**config.mk**
```make
export PLATFORM = sky130hd
export DESIGN_NAME = bram_arbiter
export DESIGN_NICKNAME = d
export VERILOG_FILES = /design/src/rtl/bram_arbiter.sv
export SDC_FILE = /design/constraint.sdc
export NUM_CORES = 1
export LEC_CHECK = 0
export CORE_MARGIN = 10
export CORE_UTILIZATION = 31
export DETAILED_ROUTE_END_ITERATION = 10
export HOLD_SLACK_MARGIN = 0.08
export PLACE_DENSITY = 0.88
export SETUP_SLACK_MARGIN = 0.5
export SLEW_MARGIN = 20
export SYNTH_ARGS = -nofsm -noshare
export SYNTH_HDL_FRONTEND = slang
export SYNTH_SLANG_ARGS = --single-unit
```
**constraint.sdc**
```tcl
create_clock -name clk -period 5 [get_ports clk]
set_input_delay 1 -clock clk [delete_from_list [all_inputs] [get_ports clk]]
set_output_delay 1 -clock clk [all_outputs]
set_load 0.02 [all_outputs]
```
**src/rtl/bram_arbiter.sv**
```systemverilog
// Three-port arbiter in front of a single-port-style BRAM with a registered read.
// One access is issued per clock; read data is steered back to its requester one cycle later.
module bram_arbiter #(
    parameter int unsigned PRIO_FIXED = 0
) (
    input  logic        clk,
    input  logic        rst_n,
    input  logic        req0,
    input  logic        req1,
    input  logic        req2,
    input  logic        we0,
    input  logic        we1,
    input  logic        we2,
    input  logic [7:0]  addr0,
    input  logic [7:0]  addr1,
    input  logic [7:0]  addr2,
    input  logic [15:0] wdata0,
    input  logic [15:0] wdata1,
    input  logic [15:0] wdata2,
    output logic        gnt0,
    output logic        gnt1,
    output logic        gnt2,
    output logic        rvalid0,
    output logic        rvalid1,
    output logic        rvalid2,
    output logic [15:0] rdata0,
    output logic [15:0] rdata1,
    output logic [15:0] rdata2,
    output logic [7:0]  ram_addr,
    output logic        ram_we,
    output logic [15:0] ram_wdata,
    input  logic [15:0] ram_rdata
);

    function automatic logic [1:0] inc3(input logic [1:0] idx);
        logic [1:0] nxt;
        case (idx)
            2'd0:    nxt = 2'd1;
            2'd1:    nxt = 2'd2;
            2'd2:    nxt = 2'd0;
            default: nxt = 2'd0;
        endcase
        return nxt;
    endfunction

    // First requester found walking three slots upward (with wrap) from start.
    function automatic logic [2:0] pick(input logic [2:0] req, input logic [1:0] start);
        logic [2:0] g;
        logic [1:0] c;
        g = 3'b000;
        c = start;
        for (int k = 0; k < 3; k++) begin
            if ((g == 3'b000) && req[c]) begin
                g[c] = 1'b1;
            end else begin
                g = g;
            end
            c = inc3(c);
        end
        return g;
    endfunction

    logic [1:0]  last_q, last_d;
    logic [7:0]  addr_hold_q, addr_hold_d;
    logic        rd_valid_q, rd_valid_d;
    logic [1:0]  rd_port_q, rd_port_d;

    logic [2:0]  req_s;
    logic [1:0]  start_s;
    logic [2:0]  gnt_s;
    logic        gnt_any_s;
    logic [1:0]  gnt_idx_s;
    logic        sel_we_s;
    logic [7:0]  sel_addr_s;
    logic [15:0] sel_wdata_s;
    logic [7:0]  ram_addr_s;

    // Grant selection; requests are masked while reset is asserted.
    always_comb begin
        req_s   = rst_n ? {req2, req1, req0} : 3'b000;
        start_s = (PRIO_FIXED != 0) ? 2'd0 : inc3(last_q);
        gnt_s   = pick(req_s, start_s);
        gnt_any_s = |gnt_s;
        case (gnt_s)
            3'b001:  gnt_idx_s = 2'd0;
            3'b010:  gnt_idx_s = 2'd1;
            3'b100:  gnt_idx_s = 2'd2;
            default: gnt_idx_s = 2'd0;
        endcase
    end

    // Access mux for the granted port.
    always_comb begin
        sel_we_s    = 1'b0;
        sel_addr_s  = 8'h00;
        sel_wdata_s = 16'h0000;
        case (gnt_idx_s)
            2'd0: begin
                sel_we_s    = we0;
                sel_addr_s  = addr0;
                sel_wdata_s = wdata0;
            end
            2'd1: begin
                sel_we_s    = we1;
                sel_addr_s  = addr1;
                sel_wdata_s = wdata1;
            end
            2'd2: begin
                sel_we_s    = we2;
                sel_addr_s  = addr2;
                sel_wdata_s = wdata2;
            end
            default: begin
                sel_we_s    = 1'b0;
                sel_addr_s  = 8'h00;
                sel_wdata_s = 16'h0000;
            end
        endcase
    end

    // RAM-side drive and next-state for pointer, address hold and read pipeline.
    always_comb begin
        ram_addr_s  = gnt_any_s ? sel_addr_s : addr_hold_q;
        addr_hold_d = ram_addr_s;
        last_d      = gnt_any_s ? gnt_idx_s : last_q;
        rd_valid_d  = gnt_any_s & ~sel_we_s;
        rd_port_d   = gnt_any_s ? gnt_idx_s : rd_port_q;
    end

    // State registers; last resets to 2 so port 0 leads the first search.
    always_ff @(posedge clk or negedge rst_n) begin
        if (!rst_n) begin
            last_q      <= 2'd2;
            addr_hold_q <= 8'h00;
            rd_valid_q  <= 1'b0;
            rd_port_q   <= 2'd0;
        end else begin
            last_q      <= last_d;
            addr_hold_q <= addr_hold_d;
            rd_valid_q  <= rd_valid_d;
            rd_port_q   <= rd_port_d;
        end
    end

    // Output drive; read data is zeroed on ports without a valid pulse.
    always_comb begin
        gnt0      = gnt_s[0];
        gnt1      = gnt_s[1];
        gnt2      = gnt_s[2];
        ram_addr  = ram_addr_s;
        ram_we    = gnt_any_s & sel_we_s;
        ram_wdata = gnt_any_s ? sel_wdata_s : 16'h0000;
        rvalid0   = rd_valid_q && (rd_port_q == 2'd0);
        rvalid1   = rd_valid_q && (rd_port_q == 2'd1);
        rvalid2   = rd_valid_q && (rd_port_q == 2'd2);
        rdata0    = rvalid0 ? ram_rdata : 16'h0000;
        rdata1    = rvalid1 ? ram_rdata : 16'h0000;
        rdata2    = rvalid2 ? ram_rdata : 16'h0000;
    end

endmodule

```
After elaboration in Yosys (flattened, before gate mapping)

Index checks and enable logic that the tools add are counted.
Widths: inputs -> output; s select.

Flip-flop bits (word level): 13
Input bits: 96
Output and inout port bits: 79
Word-level logic and storage cells: 68

Eq/ne operators: 9
$lt $le $gt $ge: 6
Reductions and logical operators: 16
Bitwise operators: 5
Muxes and demuxes: 28

Operators by type and width:

| kind               | number |
|---|---|
| $mux 16            | 4 |
| $pmux 16 s3        | 1 |
| $pmux 8 s3         | 1 |
| $pmux 2 s2         | 4 |
| $mux 3             | 4 |
| $eq 2x1->1 const B | 5 |
| $logic_not 2->1    | 5 |
| $lt 2x3->1 const B | 3 |
| $logic_and 1x1->1  | 8 |
| $mux 8             | 1 |
| $bmux 1 s2         | 3 |
| $demux 1 s2        | 3 |
| $ge 2x1->1 const B | 3 |
| $logic_not 3->1    | 2 |
| $mux 1             | 6 |
| $or 3x3->3         | 2 |
| $eq 2x2->1 const B | 2 |
| $eq 3x2->1 const B | 1 |
| $eq 3x3->1 const B | 1 |
| $pmux 1 s3         | 1 |
| $reduce_or 3->1    | 1 |
| $and 1x1->1        | 2 |
| $not 1->1          | 1 |

Depth between registers and ports, before layout

Gate-level depths: netlist of the first run.

Word-level depth: 19
Gate-level depth with buffers: 8
Depth with buffers taken out: 5

Worst setup path after synthesis of the first run

No wires, ideal clock.

Kind: input to output
Start: input port rst_n
End: output port ram_addr[0]
Cell stages on the path: 7
Slack: 1.587 ns
Arrival: 2.413 ns
Cells stage by stage: buf_2 and2_1 buf_2 buf_2 clkbuf_1 nand3_1 a31oi_1

Cells in the longest elaborated chain, start to end: 15
Elaborated cells between the ends (all ways): 25
Classes of those cells: eq/ne: 4; mux: 13; bitwise: 2; reduce/logical: 6

Ends and longest elaborated chain:

| item                                            | RTL line | RTL |
|---|---|---|
| start, declared                                 | 7        | `input logic rst_n,` |
| $mux 3 *                                        | 80       | `req_s = rst_n ? {req2, req1, req0} : 3'b000;` |
| $bmux 1 s2                                      | 53       | `if ((g == 3'b000) && req[c]) begin` |
| $mux 1 (implied by the code)                    | 53       |  |
| $mux 3                                          | 53       |  |
| $logic_not 3->1                                 | 53       |  |
| $logic_and 1x1->1                               | 53       |  |
| $mux 3                                          | 53       |  |
| $logic_not 3->1                                 | 53       |  |
| $logic_and 1x1->1                               | 53       |  |
| $mux 3 *                                        | 53       |  |
| $eq 3x3->1 / $eq 3x2->1 (equally long branches) | 84       | `case (gnt_s)` |
| $pmux 2 s2                                      | 84       |  |
| $eq 2x2->1, or another cell as far along        | 97       | `case (gnt_idx_s)` |
| $pmux 8 s3                                      | 97       |  |
| $mux 8 *                                        | 123      | `ram_addr_s = gnt_any_s ? sel_addr_s : addr_hold_q;` |
| end, declared                                   | 29       | `output logic [7:0] ram_addr,` |

Every way passes the cells marked *; elsewhere a longest branch is shown, timed or not. The select of a mux whose other input is x is not followed.

Worst setup path in the final report of the first run

Start: input port req0
End: output port ram_addr[0]

Cells in the longest elaborated chain, start to end: 15
Elaborated cells between the ends (all ways): 25
Classes of those cells: eq/ne: 4; mux: 13; bitwise: 2; reduce/logical: 6

Ends and longest elaborated chain:

| item                                            | RTL line | RTL |
|---|---|---|
| start, declared                                 | 8        | `input logic req0,` |
| $mux 3 *                                        | 80       |  |
| $bmux 1 s2                                      | 53       |  |
| $mux 1 (implied by the code)                    | 53       |  |
| $mux 3                                          | 53       |  |
| $logic_not 3->1                                 | 53       |  |
| $logic_and 1x1->1                               | 53       |  |
| $mux 3                                          | 53       |  |
| $logic_not 3->1                                 | 53       |  |
| $logic_and 1x1->1                               | 53       |  |
| $mux 3 *                                        | 53       |  |
| $eq 3x3->1 / $eq 3x2->1 (equally long branches) | 84       |  |
| $pmux 2 s2                                      | 84       |  |
| $eq 2x2->1, or another cell as far along        | 97       |  |
| $pmux 8 s3                                      | 97       |  |
| $mux 8 *                                        | 123      |  |

Marked as above.

==> impl_metrics.py, run 1 <==
metrics = {
    "worst_setup_path": {
        "crit-reg2reg-launch": "last_q[0]$_DFFE_PN0P_",
        "startpoint_type": "input port",
        "timing_worst_setup_path_type": "input port to primary output",
        "worstPathArrival_ps": 3410,
        "reg2reg_to": "rd_port_q[1]$_DFFE_PN0P_",
        "crit_required_ps": 4000,
        "reg2reg_slack_ps": 3230,
        "reg2reg_depth": 5,
        "worst_setup_path_end_kind": "primary output",
        "worst-path-max-fanout": 17,
    },
    "yosys": {
        "yosys.area.top_type_share_pct": 19.1,
        "yosys.cell_types.count": 37,
        "seq_area_frac_synth_pct": 18.8,
        "synth_top_cell_by_area": "and2_1",
        "synth_edf_count": 0,
        "synth_common_cells": "and2_1, a221o_1, and3_1, dfrtp_1, inv_1",
        "syn_nets": 300,
        "syn_avg_cell_area_um2": 7.86,
        "synthArstFlopShare_pct": 100,
        "synth_ff_type": "dfrtp_1",
        "yosysMostFrequentCell": "and2_1",
        "synth-warning-count": 0,
        "synth.area.top_cells": "and2_1, dfrtp_1, a221o_1",
        "ys_ff_latch": 12,
        "synth_area_um2": 1600,
        "postSynthCellCount": 204,
    },
    "final_layout": {
        "n_antenna_cell": 0,
        "layout-drive-gt1-share_pct": 5.51,
        "final_area_um2": 3380,
        "areaGrowthSynthToFinish_pct": 111,
        "fin_nets": 460,
        "final_core_util_pct": 66.7,
        "fill_cells": 442,
        "regArea_um2": 302,
        "multiInputGateArea_um2": 1120,
    },
    "sta": {
        "setup_viol": 0,
        "skew_ps": 2.12,
        "maxSlewHeadroom_pct": 67.8,
        "worstMarginPinSlew_ps": 482,
        "period_minus_slack_ps": 4410,
        "rsz0062_at_grt": "false",
        "setup_tns_ps": 0,
        "min_period_over_period_pct": 88.3,
        "max_freq_mhz": 227,
        "slew_violations": 0,
        "final_hold_viol_count": 0,
        "hold_ws_ps": 551,
    },
    "global_routing": {
        "grt_first_pass_wirelength_mm": 13.0,
        "grt_max_degree": 27,
        "grt_overflow": 0,
        "track_usage_pct": 18.8,
        "grt_pass1_vias": 2194,
        "antenna_found_initial": 0,
    },
    "pwr": {
        "combPwrFrac_pct": 68.8,
        "p_switching_uw": 337,
        "netSwitchingFraction_pct": 41.3,
        "leakagePower_uw": 0.00136,
        "p_int_uw": 479,
        "ir_worst_vdd_uv": 106,
        "p_per_area_nw_per_um2": 241,
        "total_power_uw": 816,
        "seqPwrFrac_pct": 17.7,
        "clkPwrFrac_pct": 13.5,
    },
    "route": {
        "viasPerCell": 5.14,
        "dr.pass1.iters": 4,
        "drc": 0,
        "drt-wirelength-per-cell_um": 20.2,
        "drt_iter0_drc": 138,
        "antenna_left": 0,
        "drt-total-wl_mm": 8.75,
        "num_vias": 2225,
    },
    "floorplan": {
        "ios": 175,
        "dieArea_um2": 8450,
        "die_h_um": 91.9,
        "core_area_um2": 5070,
        "die_w_um": 91.9,
        "row_count": 26,
        "initial_core_util_pct": 31.6,
    },
    "placed_design": {
        "portBuffers": 174,
        "place_area_um2": 3320,
        "gp_congestion": 0.818,
        "dp_hpwl_mm": 7.31,
    },
    "cts": {
        "cts_tree": "built",
        "cts.hold.buffers_added": 0,
        "path_clk_slew_ps": 60,
        "cts.sinks": 12,
        "clk_latency_ps": 250,
        "cts_buffer_depth": 2,
        "postCtsSetupBuffers": 0,
        "clock-root-buffer": "clkbuf_8",
        "numCtsBuffers": 3,
        "cts_max_level": 1,
        "cts_resized": 0,
    },
    "worst_hold_path": {
        "holdCritStartpoint": "addr_hold_q[2]$_DFF_PN0_",
        "hold_depth": 2,
        "holdPathEnd": "addr_hold_q[2]$_DFF_PN0_",
        "hold_path.class": "register to register",
    },
    "job": {
        "drv_cap": 0,
    },
    "run_status": {
        "status": "completed",
    },
}
-- worst max path at each step --
stage	to	from	cells after the start	slack, ps
after global routing	ram_addr[5]	req0	6	500
final	ram_addr[0]	req0	6	590
after CTS	ram_addr[7]	req0	6	540
after global placement	ram_addr[6]	req0	6	630
after detailed placement	ram_addr[7]	req0	6	550
after floorplan	ram_addr[0]	rst_n	7	1590
-- state kept, by name, summed over array words and instances (netlist names) --
signal       cells
rd_port_q        1
addr_hold_q      8
rd_valid_q       1
last_q           2
-- critical path, cell delays in order --
cell and delay, ps:
clkdlybuf4s50_1 520, or2_1 340, a21oi_4 420, o32ai_1 160
a31oi_1 260, clkdlybuf4s50_1 710
-- cells in the final DEF (no fill, tap or decap), types with 2 or more instances in the layout --
cell type        instances
inv_1                   11
and3_1                  16
a311oi_1                 8
nor3b_1                  2
a31oi_1                  9
dfrtp_1                 11
a221o_1                 16
o32ai_1                  8
and2_1                  48
o21ai_0                  9
nor2_1                  10
nand2_1                  2
nand3_1                  8
buf_4                    4
clkbuf_8                 4
and3b_1                  2
and3_4                   2
clkdlybuf4s50_1        174
-- per-layer routing --
| layer | global-route usage (%) | share of wire, % | vias up |
|---|---|---|---|
| met1 | 21.5 | 40 | 1012 |
| li1 | - | - | 1076 |
| met3 | 3.59 | 6.5 | 17 |
| met4 | 6.30 | 2.5 | 0 |
| met2 | 34.1 | 51 | 120 |
| met5 | 0 | 0 | - |
-- final cells by class --
type / instances / area share, %
clock buffer: 4 / 1.63
inverter: 12 / 1.41
multi-input combinational: 157 / 33.1
sequential: 12 / 8.91
tap: 70 / 2.59
timing repair buffer: 178 / 52.4
-- cell families after synthesis --
group | after synthesis | share of synthesized area, %
buf+inv | 35 | 11.9
simple gates | 97 | 37.8
flops | 12 | 18.8
mux | 1 | 0.625
compound gates | 59 | 30.9
-- power by group through the flow --
stage	clock network [uW]	logic, uW	registers [uW]
floorplan	0	324	136
global placement	0	548	145
detailed placement	0	558	146
CTS	110	559	144
global route	116	595	147
finish	110	561	145
-- through the flow --
stage,std cells,setup WS [ps]
finish,433,587
floorplan,204,1590
detailed placement,429,549
CTS,433,543
global placement,429,632
global route,433,502
Note: power is estimated with default switching activity, not from simulation.
==> run 2, diff against run 1 <==
- CORE_UTILIZATION: 31 -> 25
- PLACE_DENSITY: 0.88 -> 0.73
==> run 2 against run 1 <==
Against the previous run:
- cell area increased by 0.55%
- worst setup slack improved by 9.8 ps
- clock power decreased by 15%
- routed wire length decreased by 9.3%
- non-clock buffer count increased by 1
==> impl_metrics.py, run 2 (synthesis gave the netlist of run 1 again) <==
metrics = {
    "placed_design": {
        "portBuffers": 174,
        "dp_cells": 436,
        "place_area_um2": 3330,
        "gp_congestion": 0.859,
        "dp_hpwl_mm": 6.67,
    },
    "worst_setup_path": {
        "critPathTopFamily": "buffers and inverters",
        "reg2reg_slack_ps": 3240,
        "crit_slowest_cell": "clkdlybuf4s50_1",
        "critPathLaunch": "req1",
        "timing_worst_setup_path_type": "input port to primary output",
        "crit_chain": "clkdlybuf4s50_1, nor2b_2, o21bai_1, and3_1, a221o_1, clkdlybuf4s50_1",
        "crit_path_frequent_cell": "clkdlybuf4s50_1",
        "startpoint_type": "input port",
        "worst-path-max-fanout": 18,
        "worstPathArrival_ps": 3400,
        "cp_slowest_stage_delay_ps": 630,
        "crit_buf_inv": 2,
        "crit-reg2reg-launch": "last_q[1]$_DFFE_PN1P_",
        "crit_required_ps": 4000,
        "worst_setup_path_end_kind": "primary output",
    },
    "final_layout": {
        "regArea_um2": 302,
        "layout_commonest_cell": "clkdlybuf4s50_1",
        "biggestRegsByFlops": "addr_hold_q x8, last_q x2",
        "regMostFlops": "addr_hold_q",
        "fill_cells": 604,
        "layout-drive-gt1-share_pct": 5.49,
        "areaGrowthSynthToFinish_pct": 112,
        "final_cell_mix": "clkdlybuf4s50_1, and2_1, and3_1, a221o_1",
        "n_antenna_cell": 0,
        "fin_nets": 461,
        "largest_reg_flops": 8,
        "layoutNonFillerInstCount": 441,
        "multiInputGateArea_um2": 1120,
        "final_area_um2": 3400,
    },
    "cts": {
        "numCtsBuffers": 3,
        "cts_tree": "built",
        "cts_max_level": 1,
        "cts.hold.buffers_added": 0,
        "clock-root-buffer": "clkbuf_8",
        "clk_latency_ps": 250,
        "path_clk_slew_ps": 50,
        "cts_buffer_depth": 2,
        "cts.sinks": 12,
    },
    "route": {
        "dr.pass1.iters": 4,
        "drt-total-wl_mm": 7.93,
        "drt-wirelength-per-cell_um": 18.0,
        "drc": 0,
        "num_vias": 2202,
        "viasPerCell": 4.99,
        "antenna_left": 0,
        "drt_iter0_drc": 84,
    },
    "global_routing": {
        "track_usage_pct": 14.3,
        "grt_pass1_vias": 2178,
        "grt_max_degree": 27,
        "grt_first_pass_wirelength_mm": 12.0,
        "grt_overflow": 0,
        "antenna_found_initial": 0,
    },
    "pwr": {
        "total_power_uw": 799,
        "p_per_area_nw_per_um2": 235,
        "ir_worst_vdd_uv": 148,
        "leakagePower_uw": 0.00136,
    },
    "sta": {
        "rsz0062_at_grt": "false",
        "slew_violations": 0,
        "worstMarginPinSlew_ps": 662,
        "maxSlewHeadroom_pct": 55.9,
        "period_minus_slack_ps": 4400,
        "setup_viol": 0,
        "max_freq_mhz": 227,
        "skew_ps": 9.69,
        "final_hold_viol_count": 0,
        "hold_ws_ps": 549,
        "setup_tns_ps": 0,
        "min_period_over_period_pct": 88.1,
    },
    "floorplan": {
        "die_w_um": 100,
        "die_h_um": 100,
        "dieArea_um2": 10000,
        "core_area_um2": 6280,
        "initial_core_util_pct": 25.5,
        "row_count": 29,
        "ios": 175,
    },
    "worst_hold_path": {
        "holdCritStartpoint": "rd_port_q[1]$_DFFE_PN0P_",
        "hold_path.class": "register to register",
    },
    "run_status": {
        "status": "completed",
    },
    "job": {
        "drv_cap": 0,
    },
}
run 2: cell count changes in the layout (fill, tap and decap cells not counted):
cell	delta
buf_12	+1
clkbuf_1	+1
clkbuf_8	-1
run 2: final timing paths:
path / end / cells after the start
worst max register to register: addr_hold_q[3]$_DFF_PN0_ / 5
worst min register to register: rd_port_q[1]$_DFFE_PN0P_ / 1
worst min-delay path: rd_port_q[1]$_DFFE_PN0P_ / 1
max in group asynchronous: last_q[1]$_DFFE_PN1P_ / 2
min in group asynchronous: addr_hold_q[5]$_DFF_PN0_ / 2
worst max-delay path: ram_wdata[8] / 6
run 2: worst register-to-register path, delay by kind of cell, from the launching register on:
kind            cells  cell delay (ps)
compound gates      3              600
flops               1              620
buf+inv             1              150
simple gates        1              230
run 2: routing by layer:
layer	routed length, um	vias up	global-route usage [%]
met1	2970	1009	15.4
met5	0	-	0
li1	-	1078	-
met3	796	11	4.95
met4	129	0	3.37
met2	4040	104	26.2
run 2: what timing repair did:
| item | 4_1_cts | 5_1_grt |
|---|---|---|
| cloned | 0 | 0 |
| pin swaps | 0 | 1 |
| endpoints found under the hold margin | 0 | 0 |
| setup endpoints to repair | 3 | 23 |
| buffers inserted | 0 | 1 |
| gates resized for setup | 1 | 1 |
run 2: per-stage QoR:
| stage | utilization (%) | setup slack [ps] |
|---|---|---|
| final | 54.2 | 597 |
| after global routing | 54.2 | 506 |
| after global placement | 53.0 | 499 |
| after floorplan | - | 1590 |
| after CTS | 53.9 | 592 |
| after detailed placement | 53.0 | 421 |
run 2: power by group:
| part | switching (uW) | internal, uW | total (uW) |
|---|---|---|---|
| clock network | 36.9 | 56.1 | 93.1 |
| logic | 270 | 290 | 560 |
| registers | 21.5 | 125 | 147 |
| total | 328 | 471 | 799 |
run 2: area by class of cell:
class / instances / share of cell area (%)
repair buffers: 179 / 52.7
multi-input cells: 157 / 32.9
flip-flops and latches: 12 / 8.86
well taps: 77 / 2.83
inverters: 12 / 1.40
clock buffers: 4 / 1.32
